--- config.mk ---
export PLATFORM = sky130hd
export DESIGN_NAME = matris_div
export DESIGN_NICKNAME = d
export VERILOG_FILES = /design/src/rtl/matris_pkg.sv /design/src/rtl/sdiv_core.sv /design/src/rtl/matris_div.sv
export SDC_FILE = /design/constraint.sdc
export NUM_CORES = 1
export LEC_CHECK = 0
export ABC_CLOCK_PERIOD_IN_PS = 2410
export CORE_MARGIN = 3
export CORE_UTILIZATION = 50
export DETAILED_ROUTE_END_ITERATION = 10
export PLACE_DENSITY = 0.74
export REMOVE_ABC_BUFFERS = 1
export SYNTH_ARGS = -nofsm -noshare
export SYNTH_HDL_FRONTEND = slang
export SYNTH_SLANG_ARGS = --single-unit
--- constraint.sdc ---
create_clock -name clk -period 2.41 [get_ports clk]
set_clock_uncertainty 0.2 [all_clocks]
set_input_delay 0.6025 -clock clk [delete_from_list [all_inputs] [get_ports clk]]
set_output_delay 0.6025 -clock clk [all_outputs]
set_load 0.005 [all_outputs]
--- src/rtl/matris_pkg.sv ---
// Shared widths, state encoding and saturation limits for the element-wise
// matrix divider and its iterative divider core.
package matris_pkg;

  localparam int DVD_W    = 16;
  localparam int DSR_W    = 8;
  localparam int IDX_W    = 2;
  localparam int SIZE_DEF = 2;
  localparam int ITER     = 16;
  localparam int CNT_W    = 5;

  localparam logic [DSR_W-1:0] Q_MAX = 8'h7F;
  localparam logic [DSR_W-1:0] Q_MIN = 8'h80;

  typedef enum logic [1:0] {
    ST_IDLE = 2'd0,
    ST_CALC = 2'd1,
    ST_DONE = 2'd2
  } state_e;

endpackage

--- src/rtl/sdiv_core.sv ---
// Iterative restoring divider on unsigned magnitudes: one quotient bit per
// cycle, magnitudes and sign information handed back for the caller's fix-up.
module sdiv_core
  import matris_pkg::*;
(
  input  logic             clk,
  input  logic             rst_n,
  input  logic             start,
  input  logic [DVD_W-1:0] dividend,
  input  logic [DSR_W-1:0] divisor,
  output logic             done,
  output logic [DSR_W-1:0] quotient,
  output logic [DSR_W-1:0] remainder,
  output logic             neg_q,
  output logic             neg_r,
  output logic             overflow
);

  localparam logic [CNT_W-1:0] LAST_CNT = CNT_W'(ITER - 1);

  logic             busy_q, busy_d;
  logic             done_q, done_d;
  logic [CNT_W-1:0] cnt_q, cnt_d;
  logic [DVD_W-1:0] acc_q, acc_d;
  logic [DSR_W-1:0] rem_q, rem_d;
  logic [DSR_W-1:0] dsr_q, dsr_d;
  logic             sdvd_q, sdvd_d;
  logic             sdsr_q, sdsr_d;

  logic [DVD_W-1:0] dvd_mag;
  logic [DSR_W-1:0] dsr_mag;
  logic [DSR_W:0]   rem_sh;
  logic [DSR_W-1:0] rem_sub;
  logic             fits;

  // Negating -32768 in 16 bits yields 0x8000, which is the correct unsigned magnitude.
  assign dvd_mag = dividend[DVD_W-1] ? -dividend : dividend;
  assign dsr_mag = divisor[DSR_W-1]  ? -divisor  : divisor;

  always_comb begin
    busy_d  = busy_q;
    done_d  = 1'b0;
    cnt_d   = cnt_q;
    acc_d   = acc_q;
    rem_d   = rem_q;
    dsr_d   = dsr_q;
    sdvd_d  = sdvd_q;
    sdsr_d  = sdsr_q;
    rem_sh  = {rem_q, acc_q[DVD_W-1]};
    rem_sub = rem_sh[DSR_W-1:0] - dsr_q;
    fits    = (rem_sh >= {1'b0, dsr_q});
    if (start && !busy_q) begin
      busy_d = 1'b1;
      cnt_d  = '0;
      acc_d  = dvd_mag;
      rem_d  = '0;
      dsr_d  = dsr_mag;
      sdvd_d = dividend[DVD_W-1];
      sdsr_d = divisor[DSR_W-1];
    end else if (busy_q) begin
      // Dividend bits shift out of the top while quotient bits fill the bottom.
      acc_d = {acc_q[DVD_W-2:0], fits};
      rem_d = fits ? rem_sub : rem_sh[DSR_W-1:0];
      cnt_d = cnt_q + CNT_W'(1);
      if (cnt_q == LAST_CNT) begin
        busy_d = 1'b0;
        done_d = 1'b1;
      end
    end
  end

  always_ff @(posedge clk or negedge rst_n) begin
    if (!rst_n) begin
      busy_q <= 1'b0;
      done_q <= 1'b0;
      cnt_q  <= '0;
    end else begin
      busy_q <= busy_d;
      done_q <= done_d;
      cnt_q  <= cnt_d;
    end
  end

  always_ff @(posedge clk) begin
    acc_q  <= acc_d;
    rem_q  <= rem_d;
    dsr_q  <= dsr_d;
    sdvd_q <= sdvd_d;
    sdsr_q <= sdsr_d;
  end

  assign done      = done_q;
  assign quotient  = acc_q[DSR_W-1:0];
  assign remainder = rem_q;
  assign neg_q     = sdvd_q ^ sdsr_q;
  assign neg_r     = sdvd_q;
  // A negative result may reach magnitude 128 (-128); a positive one stops at 127.
  assign overflow  = neg_q ? (acc_q > DVD_W'(128)) : (acc_q > DVD_W'(127));

endmodule

--- src/rtl/matris_div.sv ---
// Element-wise signed matrix divider: accepts one dividend/divisor pair at a
// time, applies sign/saturation policy and tags each result with its index.
module matris_div
  import matris_pkg::*;
#(
  parameter int SIZE = SIZE_DEF
) (
  input  logic             clk,
  input  logic             rst_n,
  input  logic             in_valid,
  output logic             in_ready,
  input  logic [DVD_W-1:0] in_dividend,
  input  logic [DSR_W-1:0] in_divisor,
  output logic             out_valid,
  input  logic             out_ready,
  output logic [DSR_W-1:0] out_quotient,
  output logic [DSR_W-1:0] out_remainder,
  output logic [IDX_W-1:0] out_row,
  output logic [IDX_W-1:0] out_col,
  output logic             out_last,
  output logic             div_by_zero,
  output logic             overflow
);

  localparam logic [IDX_W-1:0] LAST_IDX = IDX_W'(SIZE);

  state_e           state_q, state_d;
  logic             valid_q, valid_d;
  logic [DSR_W-1:0] quot_q, quot_d;
  logic [DSR_W-1:0] rem_q, rem_d;
  logic [IDX_W-1:0] row_q, row_d;
  logic [IDX_W-1:0] col_q, col_d;
  logic             last_q, last_d;
  logic             dbz_q, dbz_d;
  logic             ovf_q, ovf_d;
  logic             zdiv_q, zdiv_d;
  logic             dneg_q, dneg_d;

  logic             core_start;
  logic             core_done;
  logic [DSR_W-1:0] core_quot;
  logic [DSR_W-1:0] core_rem;
  logic             core_negq;
  logic             core_negr;
  logic             core_ovf;
  logic             at_end;

  function automatic logic [DSR_W-1:0] fix_quot(input logic [DSR_W-1:0] mag,
                                                input logic neg, input logic ovf);
    logic [DSR_W-1:0] q;
    if (ovf) q = neg ? Q_MIN : Q_MAX;
    else     q = neg ? -mag : mag;
    return q;
  endfunction

  function automatic logic [DSR_W-1:0] fix_rem(input logic [DSR_W-1:0] mag,
                                               input logic neg, input logic ovf);
    logic [DSR_W-1:0] r;
    if (ovf) r = '0;
    else     r = neg ? -mag : mag;
    return r;
  endfunction

  sdiv_core u_core (
    .clk       (clk),
    .rst_n     (rst_n),
    .start     (core_start),
    .dividend  (in_dividend),
    .divisor   (in_divisor),
    .done      (core_done),
    .quotient  (core_quot),
    .remainder (core_rem),
    .neg_q     (core_negq),
    .neg_r     (core_negr),
    .overflow  (core_ovf)
  );

  assign at_end = (row_q == LAST_IDX) && (col_q == LAST_IDX);

  always_comb begin
    state_d    = state_q;
    valid_d    = valid_q;
    quot_d     = quot_q;
    rem_d      = rem_q;
    row_d      = row_q;
    col_d      = col_q;
    last_d     = last_q;
    dbz_d      = dbz_q;
    ovf_d      = ovf_q;
    zdiv_d     = zdiv_q;
    dneg_d     = dneg_q;
    core_start = 1'b0;
    unique case (state_q)
      ST_IDLE: begin
        if (in_valid) begin
          // A zero divisor still spends one cycle in CALC so its result lands one edge after accept.
          zdiv_d     = (in_divisor == '0);
          dneg_d     = in_dividend[DVD_W-1];
          core_start = (in_divisor != '0);
          state_d    = ST_CALC;
        end
      end
      ST_CALC: begin
        if (zdiv_q) begin
          state_d = ST_DONE;
          valid_d = 1'b1;
          quot_d  = dneg_q ? Q_MIN : Q_MAX;
          rem_d   = '0;
          dbz_d   = 1'b1;
          ovf_d   = 1'b0;
          last_d  = at_end;
        end else if (core_done) begin
          state_d = ST_DONE;
          valid_d = 1'b1;
          quot_d  = fix_quot(core_quot, core_negq, core_ovf);
          rem_d   = fix_rem(core_rem, core_negr, core_ovf);
          dbz_d   = 1'b0;
          ovf_d   = core_ovf;
          last_d  = at_end;
        end
      end
      ST_DONE: begin
        if (out_ready) begin
          state_d = ST_IDLE;
          valid_d = 1'b0;
          if (col_q == LAST_IDX) begin
            col_d = '0;
            row_d = (row_q == LAST_IDX) ? '0 : row_q + IDX_W'(1);
          end else begin
            col_d = col_q + IDX_W'(1);
          end
        end
      end
      default: state_d = ST_IDLE;
    endcase
  end

  always_ff @(posedge clk or negedge rst_n) begin
    if (!rst_n) begin
      state_q <= ST_IDLE;
      valid_q <= 1'b0;
      quot_q  <= '0;
      rem_q   <= '0;
      row_q   <= '0;
      col_q   <= '0;
      last_q  <= 1'b0;
      dbz_q   <= 1'b0;
      ovf_q   <= 1'b0;
    end else begin
      state_q <= state_d;
      valid_q <= valid_d;
      quot_q  <= quot_d;
      rem_q   <= rem_d;
      row_q   <= row_d;
      col_q   <= col_d;
      last_q  <= last_d;
      dbz_q   <= dbz_d;
      ovf_q   <= ovf_d;
    end
  end

  always_ff @(posedge clk) begin
    zdiv_q <= zdiv_d;
    dneg_q <= dneg_d;
  end

  assign in_ready      = (state_q == ST_IDLE);
  assign out_valid     = valid_q;
  assign out_quotient  = quot_q;
  assign out_remainder = rem_q;
  assign out_row       = row_q;
  assign out_col       = col_q;
  assign out_last      = last_q;
  assign div_by_zero   = dbz_q;
  assign overflow      = ovf_q;

endmodule
=== Yosys cells after proc, flatten, opt, wreduce, memory -nomap -nowiden ===
Cells that the tools add are included.

* Register bits: 69
* Word-level logic and storage cells: 98

* Add/subtract/negate cells: 8
* Magnitude comparators: 3
* Eq/ne operators: 8
* Muxes and demuxes: 43
* Bitwise operators: 1
* Reduce and logical (&&, ||, !) cells: 15

{| class="wikitable"
|+ Operators with widths
! kind !! count
|-
| $mux 8 || 11
|-
| $mux 16 || 3
|-
| $neg 8->8 || 3
|-
| $mux 1 || 18
|-
| $gt 16x7->1 const B || 1
|-
| $gt 16x8->1 const B || 1
|-
| $neg 16->16 || 1
|-
| $mux 2 || 6
|-
| $mux 5 || 2
|-
| $ge 9x8->1 || 1
|-
| $reduce_and 3->1 || 3
|-
| $logic_not 8->1 || 1
|-
| $reduce_bool 8->1 || 1
|-
| $sub 8x8->8 || 1
|-
| $mux 7 || 1
|-
| $eq 2x2->1 const B || 3
|-
| $pmux 2 s3 || 1
|-
| $reduce_and 2->1 || 3
|-
| $reduce_bool 2->1 || 3
|-
| $add 5x1->5 const B || 1
|-
| $eq 5x4->1 const B || 1
|-
| $add 2x1->2 const B || 2
|-
| $ne 2x2->1 const B || 2
|-
| $ne 3x2->1 const B || 1
|-
| other kinds (6) || 7
|}

=== Logic depth before layout (Yosys ltp) ===
Gate-level depths: netlist of the first run.

* Depth after elaboration: 5
* Mapped depth: 8

=== Cells and area by module ===
From an unflattened synthesis of the first run, not the netlist that was laid out.

* Cells, all modules: 421
* Area, all modules: 4025.1 µm²

{| class="wikitable"
|+ Modules (own cells, without submodules)
! module !! instances !! cells an instance !! area an instance (µm²) !! seq. area each (µm²)
|-
| sdiv_core || 1 || 256 || 2487.4 || 1116.1
|-
| matris_div || 1 || 165 || 1537.7 || 710.7
|}

=== Worst setup path after synthesis of the first run ===
No wires, ideal clock.

* Path kind: in2reg
* Start point: input in_divisor[7]
* End point: register u_core.acc_q[10], data pin
* Data arrival time: 2005 ps
* Slack: -82 ps
* Stages: 6
* Buffers on the path: 2
* Path through: clkbuf_1 > nand2b_1 > nor4_4 > nor3_1 > clkbuf_1 > a21oi_1

* Cells in the longest elaborated chain, start to end: 5

{| class="wikitable"
|+ Ends and longest elaborated chain
! what !! line !! source
|-
| start: declaration || matris_div.sv:13 || <nowiki>input logic [DSR_W-1:0] in_divisor,</nowiki>
|-
| $reduce_bool 8->1 || matris_div.sv:99 || <nowiki>core_start = (in_divisor != '0);</nowiki>
|-
| $mux 1 || matris_div.sv:95 || <nowiki>if (in_valid) begin</nowiki>
|-
| $mux 1 || matris_div.sv:93 || <nowiki>unique case (state_q)</nowiki>
|-
| $logic_and 1x1->1 || sdiv_core.sv:52 || <nowiki>if (start && !busy_q) begin</nowiki>
|-
| $mux 16 || sdiv_core.sv:52 ||
|-
| via u_core.acc_d[10] || sdiv_core.sv:24 || <nowiki>logic [DVD_W-1:0] acc_q, acc_d;</nowiki>
|-
| end signal: assignment || sdiv_core.sv:85 || <nowiki>acc_q <= acc_d;</nowiki>
|-
| end: declaration || sdiv_core.sv:24 ||
|}

The timed path passes the listed nets, and every way through them passes these cells.
A chain may end at the register's enable or synchronous reset.

=== Worst setup path in the final report of the first run ===
* Start point: input in_divisor[2]
* End point: register u_core.acc_q[10], data pin

The elaborated chain is that of the path after synthesis.

==> impl_metrics.toml, run 1 <==
[drt]
vias = 3426
drt_wl_total_um = 8794
avgRoutedWirePerCell_um = 14.28
via_per_inst = 5.562
drt_iter0_markers = 194
remaining_drc_errors = 0
postRouteAntennaNets = 0
dr.pass1.iters = 5

[synthesis]
yosys_most_used_dff = "dfrtp_1"
yosysTopAreaCell = "edfxtp_1"
synth_cell_types = 60
yosysTopAreaCellShare_pct = 21.20
yosysSeqAreaShare_pct = 46.06
yosysWarnings = 0
yosysMostFrequentCell = "nand2_1"
postSynthCellCount = 414
async_flop_share_pct = 47.83
yosys-top-cells-area = "edfxtp_1 21%, dfrtp_1 21%, o21ai_0 5.4%, ha_1 5.4%, xor2_1 4.6%"
synth_common_cells = "45 x nand2_1, 43 x o21ai_0, 34 x nor2_1, 33 x a21oi_1, 33 x dfrtp_1"
avgSynthCellArea_um2 = 9.580
syn-cell-area_mm2 = 0.003966
synth_edf_count = 28
ys_ff_latch = 69

[floorplanning]
coreArea_mm2 = 0.007486
rows = 31
io-pin-count = 53
die_w_um = 95.07
start_util_pct = 52.98
die-area_mm2 = 0.009037
die_y_um = 95.07

[timing]
post-route-period-util_pct = 97.40
slew_viol_final = 0
hold_ws_ns = 0.2882
relSlewSlack_pct = 62.14
min_period_ns = 2.347
grt_setup_unrepaired = "yes"
tightest_slew_ns = 0.5642
hold_viol_final = 0
fmax_mhz = 426.0
setup_viol = 0

[finish]
diodes = 0
area_growth_pct = 30.47
nets = 558
postLayoutCellArea_mm2 = 0.005175
drive_above_1_share_pct = 16.05

[critical_path]
crit_arrival_ns = 2.25
critPathMaxFanout = 21
start_kind = "input port"
crit_required_ns = 2.31
reg2reg_from = "u_core.acc_q[0]"
reg2regPathDepth = 7
crit_type = "in -> reg"
r2r_end = "out_remainder[3]"
endpoint_kind = "flop"
reg2reg_slack_ns = 0.18

[power]
p_per_area_mw_per_mm2 = 1062
power.total_uw = 5498
irDropWorstVdd_mv = 0.4966
p_leak_uw = 0.002154

[grt]
grt_pass1_wl_um = 14550
overflow = 0
grt_start_max_net_pins = 34
grt_usage_pct = 20.68
antenna_found_initial = 0
grt_pass1_vias = 3275

[placement]
post-dp-hpwl_um = 6587
place_congestion = 0.8597
port_buffers = 52
placed_area_mm2 = 0.004913

[min_path]
hold_path_class = "reg -> reg"
hold_start = "out_remainder[5]"
holdPathStages = 2
worst_hold_path.endpoint = "out_remainder[5]"

[clock_network]
clock-root-buffer = "clkbuf_8"
cts_sinks = 69
clockBufferDepth = 2
path_clk_slew_ns = 0.08
htree_levels = 3
cts_tree = "yes"
clkLatencyLatePin_ns = 0.35
cts_buffers = 9

[run]
maxCapViolations = 0

[outcome]
status = "complete, no violations"
per-layer routing:
layer / track usage, % / vias up / share of wire (%)
met5: 0 / - / 0
met4: 8.654 / 0 / 2.1
met3: 4.341 / 16 / 5.0
met2: 34.75 / 106 / 49
met1: 25.83 / 1606 / 44
li1: - / 1698 / -
cell type report:
type / count / area (um2)
clock buffers: 11 / 162.7
clock inverters: 5 / 38.79
fillers: 585 / 2311
inverters: 29 / 108.9
multi-input cells: 305 / 2018
flip-flops and latches: 69 / 1827
well taps: 99 / 123.9
repair buffers: 98 / 895.9
worst max-delay path, cell delays in order:
cell and delay (ns):
clkdlybuf4s50_1 0.43, or3_4 0.41, nor4_4 0.13, buf_4 0.17
nor3_4 0.05, buf_6 0.15, buf_12 0.14, nor2_1 0.11
a21oi_1 0.05
registers in the layout, indices dropped and copies added (netlist names):
| name | count |
|---|---|
| state_q | 2 |
| zdiv_q | 1 |
| overflow | 1 |
| u_core.remainder | 8 |
| out_last | 1 |
| u_core.done | 1 |
| out_valid | 1 |
| u_core.dsr_q | 8 |
| out_col | 2 |
| u_core.cnt_q | 5 |
| u_core.acc_q | 16 |
| u_core.busy_q | 1 |
| out_remainder | 8 |
| u_core.sdsr_q | 1 |
| out_quotient | 8 |
| div_by_zero | 1 |
| dneg_q | 1 |
| out_row | 2 |
| u_core.neg_r | 1 |
power by group:
group          internal (uW)  switching (uW)  leakage [uW]
logic                   1190            1180       0.00129
registers               1740             436      0.000758
clock network            473             476      0.000106
layout by cell type (no fill, tap or decap), types with 5 or more instances in the layout:
master,n
nor3_1,5
o31ai_1,9
dfxtp_1,8
nand2_1,45
clkdlybuf4s50_1,46
clkbuf_8,10
o21ai_0,42
inv_1,27
buf_4,43
a21oi_1,33
xor2_1,21
dfrtp_1,33
xnor2_1,11
a32oi_1,6
ha_1,15
edfxtp_1,28
nor2_1,31
nand2b_1,8
worst max-delay path by stage:
stage	cells after the start	end	start
CTS	7	u_core.acc_q[15]	in_divisor[1]
detailed placement	6	u_core.acc_q[14]	in_dividend[10]
global route	11	u_core.acc_q[4]	in_divisor[0]
global placement	6	u_core.acc_q[14]	in_dividend[10]
finish	9	u_core.acc_q[10]	in_divisor[2]
floorplan	6	u_core.acc_q[15]	in_divisor[0]
metrics by stage:
step / TNS, ns / setup WS, ns / cells / util, %
2_1_floorplan: -42.40 / -1.759 / 403 / -
3_3_place_gp: -13.48 / -0.4029 / 597 / 65.64
3_5_place_dp: -15.58 / -0.4482 / 597 / 65.64
4_1_cts: 0 / 0.009010 / 613 / 68.28
5_1_grt: -0.2388 / -0.03423 / 616 / 69.13
6_report: 0 / 0.06269 / 616 / 69.13
logic make-up after synthesis:
family / after synthesis / synth area share (%)
buffers and inverters: 40 / 4.006
adder cells (fa/ha/maj): 18 / 5.867
multiplexers: 7 / 1.861
flip-flops: 69 / 46.06
AO/OA/AOI/OAI: 119 / 18.30
AND/OR/NAND/NOR: 128 / 16.44
XOR/XNOR: 33 / 7.476
what timing repair did:
action / in CTS / in global routing
setup endpoints to repair: 2 / 43
resized for setup: 5 / 14
pin swaps: 4 / 3
hold buffers: 0 / 0
buffers inserted: 0 / 3
Power figures use the tool's default switching activity.
==> run 2: changes to the inputs <==
--- a/config.mk
+++ b/config.mk
@@ -7,9 +7,9 @@
 export LEC_CHECK = 0
 export ABC_CLOCK_PERIOD_IN_PS = 2410
 export CORE_MARGIN = 3
-export CORE_UTILIZATION = 50
+export CORE_UTILIZATION = 55
 export DETAILED_ROUTE_END_ITERATION = 10
-export PLACE_DENSITY = 0.74
+export PLACE_DENSITY = 0.8
 export REMOVE_ABC_BUFFERS = 1
 export SYNTH_ARGS = -nofsm -noshare
 export SYNTH_HDL_FRONTEND = slang
==> impl_metrics.toml, run 2 (synthesized netlist as in run 1, its figures left out) <==
[outcome]
status = "complete, no violations"

[grt]
grt_pass1_vias = 3413
grt_pass1_wl_um = 15300
use_met3_pct = 3.000
antenna_found_initial = 0
grt_start_max_net_pins = 34
use_met1_pct = 27.09
grt_usage_pct = 22.69
gr-max-usage-layer = "met2"
overflow = 0
met2_usage_pct = 41.02

[critical_path]
critPathBufInv = 2
critPathMaxFanout = 5
endpoint_kind = "flop"
r2r_end = "out_quotient[6]"
critical_path.top_delay_family = "simple AND/OR/NAND/NOR gates"
reg2regPathDepth = 6
reg2reg_from = "u_core.acc_q[15]"
crit_required_ns = 2.30
slowest_stage = "clkdlybuf4s50_1"
cp_cell_sequence = "clkdlybuf4s50_1 -> inv_2 -> ha_2 -> nand2b_1 -> nor4_4 -> nor3_4 -> mux2_1"
reg2reg_slack_ns = 0.06
crit_arrival_ns = 2.28
crit_type = "in -> reg"
slowest_delay_ns = 0.50
start_kind = "input port"

[power]
p_leak_uw = 0.002127
clkPwrFrac_pct = 16.7
p_comb_share_pct = 43.4
p_switching_uw = 2093
p_per_area_mw_per_mm2 = 1060
sw_frac_of_total_pct = 38.39
p_int_uw = 3359
seqPwrFrac_pct = 39.9
irDropWorstVdd_mv = 0.5515

[finish]
largest_reg_flops = 16
diodes = 0
largest_register = "u_core.acc_q"
final_common_cell = "clkdlybuf4s50_1"
stdcell_count = 612
nets = 557
drive_above_1_share_pct = 15.50
final_cell_mix = "48 x clkdlybuf4s50_1, 45 x nand2_1, 42 x o21ai_0"
area_growth_pct = 29.72

[floorplanning]
die_y_um = 90.92
coreArea_mm2 = 0.006907
io-pin-count = 53
start_util_pct = 57.43
die-area_mm2 = 0.008266
die_w_um = 90.92
rows = 30

[timing]
tns_ns = 0
grt_setup_unrepaired = "yes"
post-route-period-util_pct = 99.25
fmax_mhz = 418.1
hold_viol_final = 0
relSlewSlack_pct = 57.97
min_period_ns = 2.392
slew_viol_final = 0
tightest_slew_ns = 0.6262
hold_ws_ns = 0.2826
setup_viol = 0

[drt]
dr.pass1.iters = 5
postRouteAntennaNets = 0
remaining_drc_errors = 0
vias = 3436
drt_wl_total_um = 9016
avgRoutedWirePerCell_um = 14.73
via_per_inst = 5.614
drt_iter0_markers = 213

[clock_network]
clock-root-buffer = "clkbuf_8"
cts_sinks = 69
path_clk_slew_ns = 0.08
clockBufferDepth = 2
cts_tree = "yes"
clkLatencyLatePin_ns = 0.34
htree_levels = 3
cts_buffers = 9

[min_path]
holdPathStages = 2
hold_path_class = "reg -> reg"
hold_start = "out_remainder[6]"
worst_hold_path.endpoint = "out_remainder[6]"

[placement]
post-dp-hpwl_um = 6725
dp.cells = 595
port_buffers = 52
place_congestion = 0.8976

[run]
maxCapViolations = 0
-- run 2: per-stage QoR --
step           total power (uW)  worst slack [ns]  util (%)  instance area [um2]
3_3_place_gp               4356           -0.4337     71.01                 4905
4_1_cts                    5430          0.004421     73.91                 5105
2_1_floorplan              3573            -1.759         -                 3916
3_5_place_dp               4494           -0.4862     71.01                 4905
6_report                   5451           0.01799     74.49                 5145
5_1_grt                    5864          -0.02138     74.49                 5145
-- run 2: worst reg2reg max path, stage by stage (launching register included) --
cell and delay, ns:
edfxtp_1 0.42, nor4_1 0.44, buf_4 0.20, nand3b_1 0.17
a2111oi_0 0.54, a221o_1 0.19, a221o_1 0.13
-- run 2: what timing repair did --
action | CTS | global route
pin swaps | 5 | 1
gates resized for setup | 5 | 11
buffers inserted | 1 | 0
endpoints found under the hold margin | 0 | 0
cloned | 0 | 0
endpoints found under the setup margin | 13 | 25
hold buffers | 0 | 0
-- run 2: per-layer routing --
metal	up-vias	wire length, um
li1	1694	-
met1	1623	3773
met2	99	4651
met3	20	417
met4	0	174
met5	-	0
-- run 2: worst max-delay path by stage --
stage | endpoint | slack [ns] | startpoint | depth (start not counted)
floorplan | u_core.acc_q[15] | -1.76 | in_divisor[0] | 6
global placement | u_core.acc_q[14] | -0.43 | in_dividend[10] | 6
detailed placement | u_core.acc_q[14] | -0.49 | in_dividend[10] | 6
CTS | in_ready | 0.004 | state_q[0] | 3
global route | u_core.acc_q[15] | -0.02 | in_divisor[1] | 7
finish | u_core.acc_q[15] | 0.02 | in_divisor[0] | 7
-- run 2: layout make-up --
cell class / instances / area, um2
well taps: 96 / 120.1
repair buffers: 97 / 877.1
inverters: 29 / 108.9
multi-input cells: 305 / 2021
clock buffers: 10 / 148.9
flip-flops and latches: 69 / 1827
clock inverters: 6 / 42.54
fillers: 523 / 1762
-- run 2: power groups by stage --
stage / clock (uW) / sequential, uW / combinational [uW]
after floorplan: 0 / 2080 / 1490
after global placement: 0 / 2150 / 2200
after detailed placement: 0 / 2180 / 2320
after CTS: 925 / 2160 / 2340
after global routing: 990 / 2240 / 2630
final: 911 / 2180 / 2370
==> run 3: changes to the inputs <==
--- a/config.mk
+++ b/config.mk
@@ -7,9 +7,9 @@
 export LEC_CHECK = 0
 export ABC_CLOCK_PERIOD_IN_PS = 2410
 export CORE_MARGIN = 3
-export CORE_UTILIZATION = 55
+export CORE_UTILIZATION = 53
 export DETAILED_ROUTE_END_ITERATION = 10
-export PLACE_DENSITY = 0.8
+export PLACE_DENSITY = 0.77
 export REMOVE_ABC_BUFFERS = 1
 export SYNTH_ARGS = -nofsm -noshare
 export SYNTH_HDL_FRONTEND = slang
==> impl_metrics.toml, run 3 (synthesized netlist as in run 1, its figures left out) <==
[timing]
relSlewSlack_pct = 51.49
hold_viol_final = 0
fmax_mhz = 423.2
worst_slack_ns = 0.04687
slew_viol_final = 0
post-route-period-util_pct = 98.06
setup_viol = 0
tns_ns = 0
tightest_slew_ns = 0.7227
min_period_ns = 2.363

[critical_path]
critical_path.top_delay_family = "buffers and inverters"
crit_required_ns = 2.32
slowest_delay_ns = 0.44
critPathBufInv = 4
critPathMaxFanout = 16
cp_cell_sequence = "clkdlybuf4s50_1 -> or3_4 -> nor4_4 -> buf_4 -> o21a_1 -> inv_1 -> buf_12"
reg2regPathDepth = 7
cp.depth = 7
crit_type = "in -> reg"
crit_arrival_ns = 2.27
endpoint_kind = "flop"
slowest_stage = "clkdlybuf4s50_1"
start_kind = "input port"

[clock_network]
clockBufferDepth = 2
path_clk_slew_ns = 0.07
htree_levels = 3
clkLatencyLatePin_ns = 0.35
cts_sinks = 69
cts_buffers = 9
ctsHoldBuffers = 0
clock-root-buffer = "clkbuf_8"
cts_tree = "yes"

[placement]
post-place-ws_ns = -0.4323
place_congestion = 0.8702
port_buffers = 52
dp.cells = 598
post-dp-hpwl_um = 6491

[grt]
overflow = 0
gr-max-usage-layer = "met2"
grt_start_max_net_pins = 34
grt_pass1_vias = 3288
grt_pass1_wl_um = 14600
grt_usage_pct = 21.22
met2_usage_pct = 37.28
use_met1_pct = 25.86
antenna_found_initial = 0
use_met3_pct = 3.331

[finish]
area_growth_pct = 31.07
final_cell_mix = "48 x clkdlybuf4s50_1, 45 x nand2_1, 44 x buf_4"
stdcell_count = 615
largest_reg_flops = 16
final_common_cell = "clkdlybuf4s50_1"
diodes = 0
drive_above_1_share_pct = 16.38
nets = 560
finish.utilization_pct = 74.06
largest_register = "u_core.acc_q"

[power]
p_leak_uw = 0.002190
p_per_area_mw_per_mm2 = 1047
irDropWorstVdd_mv = 0.4263

[floorplanning]
start_util_pct = 56.51
rows = 30
die-area_mm2 = 0.008557
die_y_um = 92.51
die_w_um = 92.51
io-pin-count = 53
coreArea_mm2 = 0.007019

[drt]
dr.pass1.iters = 5
drt_wl_total_um = 8776
avgRoutedWirePerCell_um = 14.27
postRouteAntennaNets = 0
drt_iter0_markers = 133
remaining_drc_errors = 0
via_per_inst = 5.535
vias = 3404

[min_path]
holdPathStages = 2
hold_path_class = "reg -> reg"

[run]
maxCapViolations = 0

[outcome]
status = "complete, no violations"
[run 3: cell count changes in the layout (fill, tap and decap cells not counted), moves of 2 or more]
cell,previous run,this run
o31ai_2,0,2
buf_4,41,44
dlygate4sd2_1,4,0
dlymetal6s2s_1,0,4
clkinv_2,1,4
o31ai_1,9,7
[run 3: final timing paths]
kind	endpoint	start	slack [ns]
setup / recovery	u_core.acc_q[8]	in_divisor[2]	0.05
hold / removal	out_last	out_last	0.28
setup reg to reg	out_remainder[7]	u_core.acc_q[0]	0.18
hold reg to reg	out_last	out_last	0.28
max in group asynchronous	overflow	rst_n	1.26
min in group asynchronous	out_remainder[0]	rst_n	0.44
[run 3: area by class of cell]
class,count,area [um2]
Inverter,29,108.9
Timing Repair Buffer,100,914.6
Tap cell,96,120.1
Multi-Input combinational cell,305,2044
Fill cell,532,1821
Sequential cell,69,1827
Clock buffer,10,148.9
Clock inverter,6,35.03
[run 3: repair_timing]
action,4_1_cts,5_1_grt
hold endpoints to repair,0,0
setup buffers,0,1
endpoints found under the setup margin,15,47
gates resized for setup,1,17
pin swaps,2,6
[run 3: per-layer routing]
metal	routed length, um	vias to the layer above	share of wire, %
li1	-	1701	-
met4	161	0	1.8
met3	452	13	5.2
met5	0	-	0
met2	4406	102	50
met1	3756	1588	43
[run 3: worst register-to-register path, stage by stage (launching register included)]
cell and delay [ns]:
edfxtp_1 0.45, inv_1 0.11, ha_2 0.23, nor2b_1 0.23, nand4b_1 0.13, a21o_1 0.25
or2_1 0.33, o21ai_0 0.23
[run 3: metrics by stage]
stage	hold WS, ns	cell area, um2	power (uW)
finish	0.2804	5199	5442
global route	0.3133	5199	5849
CTS	0.2861	5117	5401
detailed placement	0.2702	4927	4496
global placement	0.2625	4927	4383
floorplan	0.1069	3916	3573
[run 3: power breakdown]
part / internal [uW] / switching, uW
sequential: 1740 / 432
clock: 431 / 449
combinational: 1190 / 1200
